### src/rtl/rst_req_gen.sv
// Programmable reset request source: merges SW, programmer and (with RST_REQ_WDOG_EN)
// watchdog requests into one registered, minimum-width active-low reset pulse plus quiet window.
module rst_req_gen #(
  parameter int unsigned ASSERT_CYCLES  = 16,
  parameter int unsigned RELEASE_CYCLES = 4
) (
  input  logic       clk_i,
  input  logic       rst_ni,
  input  logic       sw_req_i,
  input  logic       prog_req_i,
  input  logic       wdog_req_i,
  output logic       prog_rst_no,
  output logic       busy_o,
  output logic       rst_ack_o,
  output logic [2:0] cause_o
);

  localparam int unsigned MAX_CYCLES = (ASSERT_CYCLES > RELEASE_CYCLES) ? ASSERT_CYCLES
                                                                        : RELEASE_CYCLES;
  localparam int unsigned CNT_W = $clog2(MAX_CYCLES) + 1;
  localparam logic [CNT_W-1:0] ASSERT_LOAD  = CNT_W'(ASSERT_CYCLES - 1);
  localparam logic [CNT_W-1:0] RELEASE_LOAD = CNT_W'(RELEASE_CYCLES - 1);

  typedef enum logic [1:0] {
    IDLE    = 2'd0,
    ASSERT  = 2'd1,
    HOLD    = 2'd2,
    RELEASE = 2'd3
  } state_t;

  state_t           state, state_next;
  logic [CNT_W-1:0] cnt, cnt_next;
  logic [2:0]       pend_bits, pend_next;
  logic [2:0]       cause_next;
  logic [2:0]       req_bits;
  logic             prog_rst_next, busy_next, ack_next;
  logic             cnt_zero;
  logic             wdog_bit;

`ifdef RST_REQ_WDOG_EN
  assign wdog_bit = wdog_req_i;
`else
  // Watchdog input kept for port compatibility only; the constant source prunes all its logic.
  logic wdog_unused;
  assign wdog_unused = wdog_req_i;
  assign wdog_bit    = 1'b0;
`endif

  assign req_bits = {wdog_bit, prog_req_i, sw_req_i};
  assign cnt_zero = (cnt == '0);

  always_ff @(posedge clk_i or negedge rst_ni) begin
    if (!rst_ni) begin
      state       <= IDLE;
      cnt         <= '0;
      pend_bits   <= '0;
      cause_o     <= '0;
      prog_rst_no <= 1'b1;
      busy_o      <= 1'b0;
      rst_ack_o   <= 1'b0;
    end else begin
      state       <= state_next;
      cnt         <= cnt_next;
      pend_bits   <= pend_next;
      cause_o     <= cause_next;
      prog_rst_no <= prog_rst_next;
      busy_o      <= busy_next;
      rst_ack_o   <= ack_next;
    end
  end

  always_comb begin
    state_next = state;
    unique case (state)
      IDLE:    if (|(req_bits | pend_bits)) state_next = ASSERT;
      ASSERT:  if (cnt_zero) state_next = prog_req_i ? HOLD : RELEASE;
      HOLD:    if (!prog_req_i) state_next = RELEASE;
      RELEASE: if (cnt_zero) state_next = IDLE;
      default: state_next = IDLE;
    endcase
  end

  // Outputs are computed from the next state and registered, so the pulse is glitch-free.
  always_comb begin
    cnt_next   = cnt;
    pend_next  = pend_bits;
    cause_next = cause_o;
    ack_next   = 1'b0;
    unique case (state)
      IDLE: begin
        if (state_next == ASSERT) begin
          cnt_next   = ASSERT_LOAD;
          cause_next = req_bits | pend_bits;
          pend_next  = '0;
        end
      end
      ASSERT, HOLD: begin
        cause_next = cause_o | req_bits;
        if (state_next == RELEASE) cnt_next = RELEASE_LOAD;
        else if (!cnt_zero)        cnt_next = cnt - 1'b1;
      end
      RELEASE: begin
        pend_next = pend_bits | req_bits;
        if (!cnt_zero) cnt_next = cnt - 1'b1;
        ack_next  = cnt_zero;
      end
      default: ;
    endcase
    prog_rst_next = !((state_next == ASSERT) || (state_next == HOLD));
    busy_next     = (state_next != IDLE);
  end

`ifndef SYNTHESIS
  a_busy_tracks_state: assert property (@(posedge clk_i) disable iff (!rst_ni)
    busy_o == (state != IDLE));
  a_low_tracks_state: assert property (@(posedge clk_i) disable iff (!rst_ni)
    !prog_rst_no == ((state == ASSERT) || (state == HOLD)));
  a_ack_in_idle: assert property (@(posedge clk_i) disable iff (!rst_ni)
    rst_ack_o |-> (state == IDLE));
`endif

endmodule

### config.mk
export PLATFORM = sky130hd
export DESIGN_NAME = rst_req_gen
export DESIGN_NICKNAME = d
export VERILOG_FILES = /design/src/rtl/rst_req_gen.sv
export SDC_FILE = /design/constraint.sdc
export NUM_CORES = 1
export LEC_CHECK = 0
export ABC_AREA = 1
export CORE_UTILIZATION = 45
export CTS_CLUSTER_DIAMETER = 120
export DETAILED_ROUTE_END_ITERATION = 12
export PLACE_DENSITY = 0.69
export SLEW_MARGIN = 20
export SYNTH_ARGS = -nofsm -noshare
export SYNTH_HDL_FRONTEND = slang
export SYNTH_SLANG_ARGS = --single-unit
### constraint.sdc
create_clock -name clk_i -period 1.9 [get_ports clk_i]
set_input_delay 0.57 -clock clk_i [delete_from_list [all_inputs] [get_ports clk_i]]
set_output_delay 0.57 -clock clk_i [all_outputs]
set_load 0.005 [all_outputs]
Yosys cells after proc, flatten, opt, wreduce, memory -nomap -nowiden --
Cells that the tools add are included.
Word-level totals: register bits 16, output and inout bits 6
Operators by class: equality and inequality tests 7, bitwise gates (word level) 2, reductions and logical operators 11, muxes and demuxes 15, $add $sub $neg 1
Operators by type and width (number):
- 5-bit two-way mux | 3
- 5-bit case mux with 3 select lines | 1
- 3-bit case mux with 2 select lines | 2
- 2-bit equality test (second input constant) | 4
- 2-bit two-way mux | 4
- 2-bit case mux with 4 select lines | 1
- 3-bit two-way mux | 2
- 3-bit by 2-bit bitwise OR with 3-bit output | 2
- 2-bit nonzero test | 3
- 5-bit logical NOT | 1
- 5-bit by 1-bit subtractor with 5-bit output (second input constant) | 1
- 2-bit by 1-bit equality test with 1-bit output (second input constant) | 2
- 2-bit AND reduction | 2
- 3-bit OR reduction | 1
- 2-bit logical NOT | 1
- 1-bit two-way mux | 2
- 2-bit inequality test (second input constant) | 1
- 2-bit OR reduction | 1
- 1-bit logical NOT | 1
- 1-bit logical OR | 1

Logic depth before layout (Yosys ltp) --
Gate-level depths: netlist of the first run.
word-level depth 7, depth in mapped cells 14, mapped depth without buffers 14

Worst setup path before layout of the first run --
Ideal clock, no wire load.
kind reg2reg, start point register cnt[0], end point register pend_bits[1], arrival time 1.892 ns, path slack -0.118 ns, setup time 0.126 ns, clock period less this slack 2.018 ns, stages on the path, launching flop included 13, data required time 1.774 ns, path through dfrtp_1 -> inv_1 -> ha_1 -> nand3_4 -> nand2_1 -> nand2_1 -> nand2_1 -> nand3_2 -> ha_1 -> nor2_1 -> inv_1 -> nand3_1 -> o21ai_0
Between the ends: longest elaborated chain between the ends 6
RTL lines:
- start, declared | line 32 | logic [CNT_W-1:0] cnt, cnt_next;
- start signal, assigned | line 63 | cnt <= cnt_next;
- 5-bit logical NOT * | line 50 | assign cnt_zero = (cnt == '0);
- 2-bit two-way mux, on equally long branches | line 78, 76
- 2-bit case mux with 4 select lines * | line 74 | unique case (state)
- net state_next[0] | line 31 | state_t state, state_next;
- 2-bit by 1-bit equality test with 1-bit output * | line 91 | if (state_next == ASSERT) begin
- 2-bit inequality test (no line) *
- 2-bit AND reduction (no line) *
- end signal, assigned | line 64 | pend_bits <= pend_next;
- end, declared | line 33 | logic [2:0] pend_bits, pend_next;
The timed path passes the listed nets; every way through them passes the cells marked *. A chain may end at the register's enable or synchronous reset.

Worst setup path in the final report of the first run --
start point register cnt[0], end point register cnt[0]
Between the ends: longest elaborated chain between the ends 6
RTL lines:
- 5-bit logical NOT | line 50
- 2-bit two-way mux, on equally long branches | line 78, 76
- 2-bit case mux with 4 select lines | line 74
- 2-bit equality test | line 99 | if (state_next == RELEASE) cnt_next = RELEASE_LOAD;
- 5-bit two-way mux | line 99
- 5-bit case mux with 3 select lines | line 89 | unique case (state)
Parallel ways exist; a longest one is shown, timed or not.

==> reports/metrics.csv, run 1 <==
metric,value,unit
hold_violations,0,
netlist_area,908.4,µm²
synth_top_family_by_area,simple AND/OR/NAND/NOR gates,
setup_viol,2,
die-area,0.002202,mm²
num_io_pins,11,
syn2layout_area_growth,58.40,%
ir_drop,1.056,mV
synth_cells,115,
die_w,46.93,µm
worstPathRequired,2120,ps
clk_latency,300,ps
root_buffer,clkbuf_4,
core_area,0.001802,mm²
worstPathArrival,2120,ps
clk_path_buf_depth,2,
fin_crit_sh,1.001,
diodes,0,
yosys.area.top_type,dfrtp_1,
timing.final.ws_setup,-1.989,ps
die-height,46.93,µm
via_per_inst,5.039,
power,2.536,mW
vias,897,
seq_area_frac_synth,0.3871,
rows,15,
synth-main-ff-cell,dfrtp_1,
final_nets,168,
fillers,118,
slowest_delay,400,ps
end_kind,flop,
fin_skew,2.990,ps
drc,0,
cts_tree,built,
fmax,0.5258,GHz
first_global_vias,768,
leakage,0.6849,nW
drt_iter0_drc,21,
violations,setup timing,
cts-buffers-inserted,3,
fin_crit,1902,ps
yosys.area.top_type_share,0.3581,
path_cells,"inv_2, ha_4, nand3_4, o21ai_4, inv_2, nand3_2, nand2_2, ha_4, nor2_4, buf_6, nor3b_2, a22oi_1",
multi_input_area,629.4,µm²
cts_sinks,14,
drt_wl_total,2371,µm
ff_latch_area,354.1,µm²
portBuffers,8,
synth_cell_types,21,
grt_pass1_wl,3229,µm
maxCapViolCount,0,
ys_ff_latch,14,
ys_warn_count,0,
firstDrtPassIters,4,
cts_max_level,1,
gp_congestion,0.8708,
slowest_stage,dfrtp_1,
synth_xor_area_frac,0.009642,
track_usage,0.2120,
ant_nets,0,
r2r_slack,-2,ps
wl_per_cell,13.32,µm
status,finished with violations,
hpwl,1521,µm
maxSlewViolCount,0,
post-route-util,0.7986,
grt_overflow,0,
rsz0062_at_grt,yes,
synth_enable_flop_cells,0,
avgSynthCellArea,7.899,µm²
crit_path_start_kind,flop,
pre_cts_slack,-502.3,ps
drive_above_1_share,0.4771,
synthTopCellsByArea,"dfrtp_1 (36%), ha_1 (12%), inv_1 (9.1%), nand2_1 (7.9%), nand3_1 (5.5%)",
antenna_found_initial,0,
synthesis.nets,129,
power.density,1762,mW/mm²
clk_pin_slew,90,ps
path_class,flop to flop,
min_path_type,flop to flop,
setup-tns-final,-3.511,ps
synthMuxAreaShare,0,
synth_compound_area_frac,0.1061,
floorplan.initialDensity,0.5042,
async_flop_share,1.000,
synth-simple-area-share,0.2617,
synth_adder_area_share,0.1240,
crit_fanout,4,
grt_max_degree,15,
[sequential cells by signal, indices dropped and copies added (netlist names)]
signal,flops
cnt,5
state,2
cause_o,2
busy_o,1
pend_bits,2
prog_rst_no,1
rst_ack_o,1
[synthesized netlist by cell type (2+ instances only)]
| cell type | n |
|---|---|
| a21oi_1 | 8 |
| o21ai_0 | 5 |
| nand4_1 | 4 |
| ha_1 | 9 |
| inv_1 | 22 |
| nor2_1 | 12 |
| inv_2 | 2 |
| dfrtp_1 | 13 |
| nand3_1 | 10 |
| nand2_1 | 19 |
[layout make-up]
cell class	instances	area share
clock buffer	4	0.02522
inverter	24	0.06783
multi-input combinational	76	0.4374
sequential	14	0.2461
tap	25	0.02174
timing repair buffer	35	0.2017
[worst max-delay path: cells and delay by family, from the launching register on]
| kind | cells | cell delay, ps |
|---|---|---|
| AO/OA/AOI/OAI | 2 | 370 |
| buffers and inverters | 3 | 280 |
| flip-flops | 1 | 400 |
| AND/OR/NAND/NOR | 5 | 450 |
| adder cells (fa/ha/maj) | 2 | 320 |
[power by group]
group	internal, mW	total, mW	switching, mW
Clock	0.117	0.227	0.110
Combinational	0.842	1.78	0.939
Sequential	0.429	0.528	0.0987
[cells in the final DEF (no fill, tap or decap), drive strengths merged]
| cell | count |
|---|---|
| xor2 | 1 |
| conb | 1 |
| dfstp | 1 |
| nand2 | 19 |
| a21oi | 8 |
| dfrtp | 13 |
| a22oi | 1 |
| nand4 | 4 |
| inv | 24 |
| dlygate4sd2 | 2 |
| o31ai | 1 |
| o21ai | 6 |
| clkdlybuf4s50 | 5 |
| dlymetal6s2s | 1 |
| nand3 | 12 |
| ha | 9 |
| nor3b | 1 |
| buf | 27 |
| clkbuf | 4 |
| nor2 | 13 |
[metrics by stage]
step | instance area (µm²) | hold slack [ps] | std cells
floorplan | 913.4 | 274.4 | 115
global placement | 1190 | 501.3 | 170
detailed placement | 1190 | 507.0 | 170
CTS | 1261 | 527.4 | 176
global route | 1439 | 544.5 | 178
finish | 1439 | 522.3 | 178
[final timing paths]
check / to / cells after the start / from
setup / recovery: cnt[0] / 12 / cnt[0]
hold / removal: cause_o[1] / 2 / cause_o[1]
setup reg to reg: cnt[0] / 12 / cnt[0]
hold reg to reg: cause_o[1] / 2 / cause_o[1]
max in group asynchronous: prog_rst_no / 2 / rst_ni
min in group asynchronous: busy_o / 2 / rst_ni
[cell families (layout without fill, tap and decap cells)]
family / after synthesis / after routing
AND/OR/NAND/NOR: 49 / 49
buffers and inverters: 25 / 63
AO/OA/AOI/OAI: 16 / 16
flip-flops: 14 / 14
adder cells (fa/ha/maj): 9 / 9
other: 1 / 1
XOR/XNOR: 1 / 1
[routing by layer]
layer | up-vias | part of all wire | GRT usage
met5 | - | 0 | 0
met4 | 0 | 0.014 | 0.06857
met2 | 19 | 0.54 | 0.3944
li1 | 442 | - | -
met3 | 5 | 0.026 | 0.04615
met1 | 431 | 0.42 | 0.2381
[repair_timing]
action / CTS / global route
endpoints found under the hold margin: 0 / 0
hold buffers: 0 / 0
pin swaps: 8 / 19
setup endpoints to repair: 9 / 10
gates resized for setup: 14 / 39
buffers inserted: 2 / 3
(Power assumes the default switching activity.)
==> run 2: changes to the inputs <==
Settings changed: SLEW_MARGIN 20 to 10.
==> results of run 2 <==
Same layout as run 1: the final DEF is identical, and so are final timing and power.
==> run 3: changes to the inputs <==
Settings changed: CELL_PAD_IN_SITES_DETAIL_PLACEMENT set to 0, CELL_PAD_IN_SITES_GLOBAL_PLACEMENT set to 1, CORE_UTILIZATION 45 to 36, PLACE_DENSITY 0.69 to unset, PLACE_DENSITY_LB_ADDON set to 0.1.
==> reports/metrics.csv, run 3 (synthesis results as in run 1) <==
metric,value,unit,change
hold_violations,0,,unchanged
slowest_stage,o31ai_2,,
whs,518.7,ps,-3.555 ps
p_sw_frac,0.4428,,-0.009772
r2r_slack,50,ps,+50 ps
drive_above_1_share,0.4545,,-0.02258
maxSlewViolCount,0,,unchanged
p_sw,1.102,mW,-4.0%
clk_path_buf_depth,2,,unchanged
die-area,0.002728,mm²,+24%
clk_latency,280,ps,-20 ps
fin_skew,11.67,ps,+8.675 ps
portBuffers,8,,unchanged
fin_crit_sh,0.9933,,-0.007791
power,2.489,mW,-1.8%
pwr-share-seq,0.208,,about the same
setup_viol,0,,-2
cts_tree,built,,
fmax,0.5299,GHz,+0.78%
rows,17,,+2
ant_nets,0,,unchanged
drt_wl_total,2182,µm,-8.0%
clkPwrFrac,0.074,,-0.016
final_common_cell,buf_4,,
maxCapViolCount,0,,unchanged
root_buffer,clkbuf_4,,
first_global_vias,812,,+5.7%
finalNonFillerCells,182,,+2.2%
fillers,205,,+74%
leakage,0.6727,nW,-1.8%
floorplan.initialDensity,0.3954,,-0.1087
antenna_found_initial,0,,unchanged
worstPathRequired,2110,ps,about the same
fin_crit,1887,ps,-14.80 ps
crit_path_start_kind,input port,,
crit_fanout,4,,unchanged
rsz0062_at_grt,yes,,
status,completed,,
firstDrtPassIters,4,,unchanged
drc,0,,unchanged
path_class,input port to flop,,
slowest_delay,260,ps,-140 ps
path_cells,"dlygate4sd2_1, nor2_2, inv_1, o31ai_2, nand2_2, ha_4, nor2_4, buf_6, nor3b_4, a22oi_2",,
syn2layout_area_growth,54.68,%,
cts_sinks,14,,unchanged
wl_per_cell,11.99,µm,-10%
mostFrequentLayoutCells,"buf_4 (25), nand2_1 (15), inv_1 (14), dfrtp_1 (12), inv_2 (10)",,
power.density,1772,mW/mm²,+0.52%
core_area,0.002297,mm²,+27%
setup-tns-final,0,ps,+3.511 ps
vias,860,,-4.1%
drt_iter0_drc,21,,unchanged
via_per_inst,4.725,,-6.2%
diodes,0,,unchanged
largest_reg_flops,5,,unchanged
gp_congestion,0.8059,,-7.5%
final_nets,169,,+0.60%
p_int,1.387,mW,about the same
cts-buffers-inserted,3,,unchanged
dp.cells,175,,+2.9%
pwr-share-comb,0.718,,+0.016
clk_pin_slew,100,ps,about the same
cts_hold_buffers,0,,unchanged
track_usage,0.1793,,-0.03268
die-height,52.23,µm,+11%
grt_overflow,0,,unchanged
cts_max_level,1,,unchanged
worstPathArrival,2100,ps,-20 ps
grt_max_degree,15,,unchanged
hpwl,1573,µm,+3.4%
num_io_pins,11,,unchanged
regMostFlops,cnt,,
die_w,52.23,µm,+11%
grt_pass1_wl,3477,µm,+7.7%
ir_drop,1.045,mV,-1.1%
min_path_type,flop to flop,,
end_kind,flop,,
-- run 3: cell types whose count changed in the layout (fill, tap and decap cells not counted), moves of 2 or more --
cell	previous run	this run
inv_2	7	10
inv_4	3	0
a21oi_1	4	6
a21oi_2	4	2
ha_2	0	2
ha_4	7	5
-- run 3: path summary, 6_finish.rpt --
kind	to	startpoint	depth (start not counted)
worst min-delay path	cause_o[1]	cause_o[1]	2
max in group asynchronous	prog_rst_no	rst_ni	2
worst max-delay path	cnt[0]	prog_req_i	10
min in group asynchronous	cnt[1]	rst_ni	2
worst min register to register	cause_o[1]	cause_o[1]	2
worst max register to register	cnt[0]	cnt[1]	12
-- run 3: through the flow --
| stage | util | cell area (µm²) | setup WS, ps |
|---|---|---|---|
| after global routing | 0.6117 | 1405 | -75.26 |
| after detailed placement | 0.5261 | 1209 | -551.5 |
| after CTS | 0.5550 | 1275 | -12.38 |
| final | 0.6117 | 1405 | 12.81 |
| after global placement | 0.5261 | 1209 | -496.5 |
| after floorplan | - | 913.4 | 5.188 |
-- run 3: final cells by class --
cell class	count	area [µm²]	area share
clock buffer	4	26.28	0.01870
multi-input combinational	76	601.8	0.4283
timing repair buffer	36	299.0	0.2128
inverter	24	90.09	0.06411
tap	28	35.03	0.02493
sequential	14	352.8	0.2511
-- run 3: routing by layer --
layer  track usage  wire (µm)
met5             0          0
met4       0.07456         26
met3       0.04638         54
met2        0.2650       1016
met1        0.2460       1084
-- run 3: repair_timing --
action                                  in CTS  in global routing
endpoints found under the setup margin       9                 11
pin swaps                                    6                  8
setup buffers                                2                  2
gates resized for setup                     12                 31
-- run 3: power by group through the flow --
stage               combinational [mW]  clock (mW)  sequential, mW
finish                            1.79       0.185           0.517
global route                      2.00       0.207           0.526
CTS                               1.47       0.187           0.502
detailed placement                1.33           0           0.505
global placement                  1.31           0           0.504
floorplan                        0.756           0           0.509
-- run 3: critical path: cells and delay by family --
kind                       cells  cell delay, ps
AOI/OAI and AO/OA              2             400
adders and majority gates      1             180
buffers and inverters          3             470
and+or+nand+nor                4             470
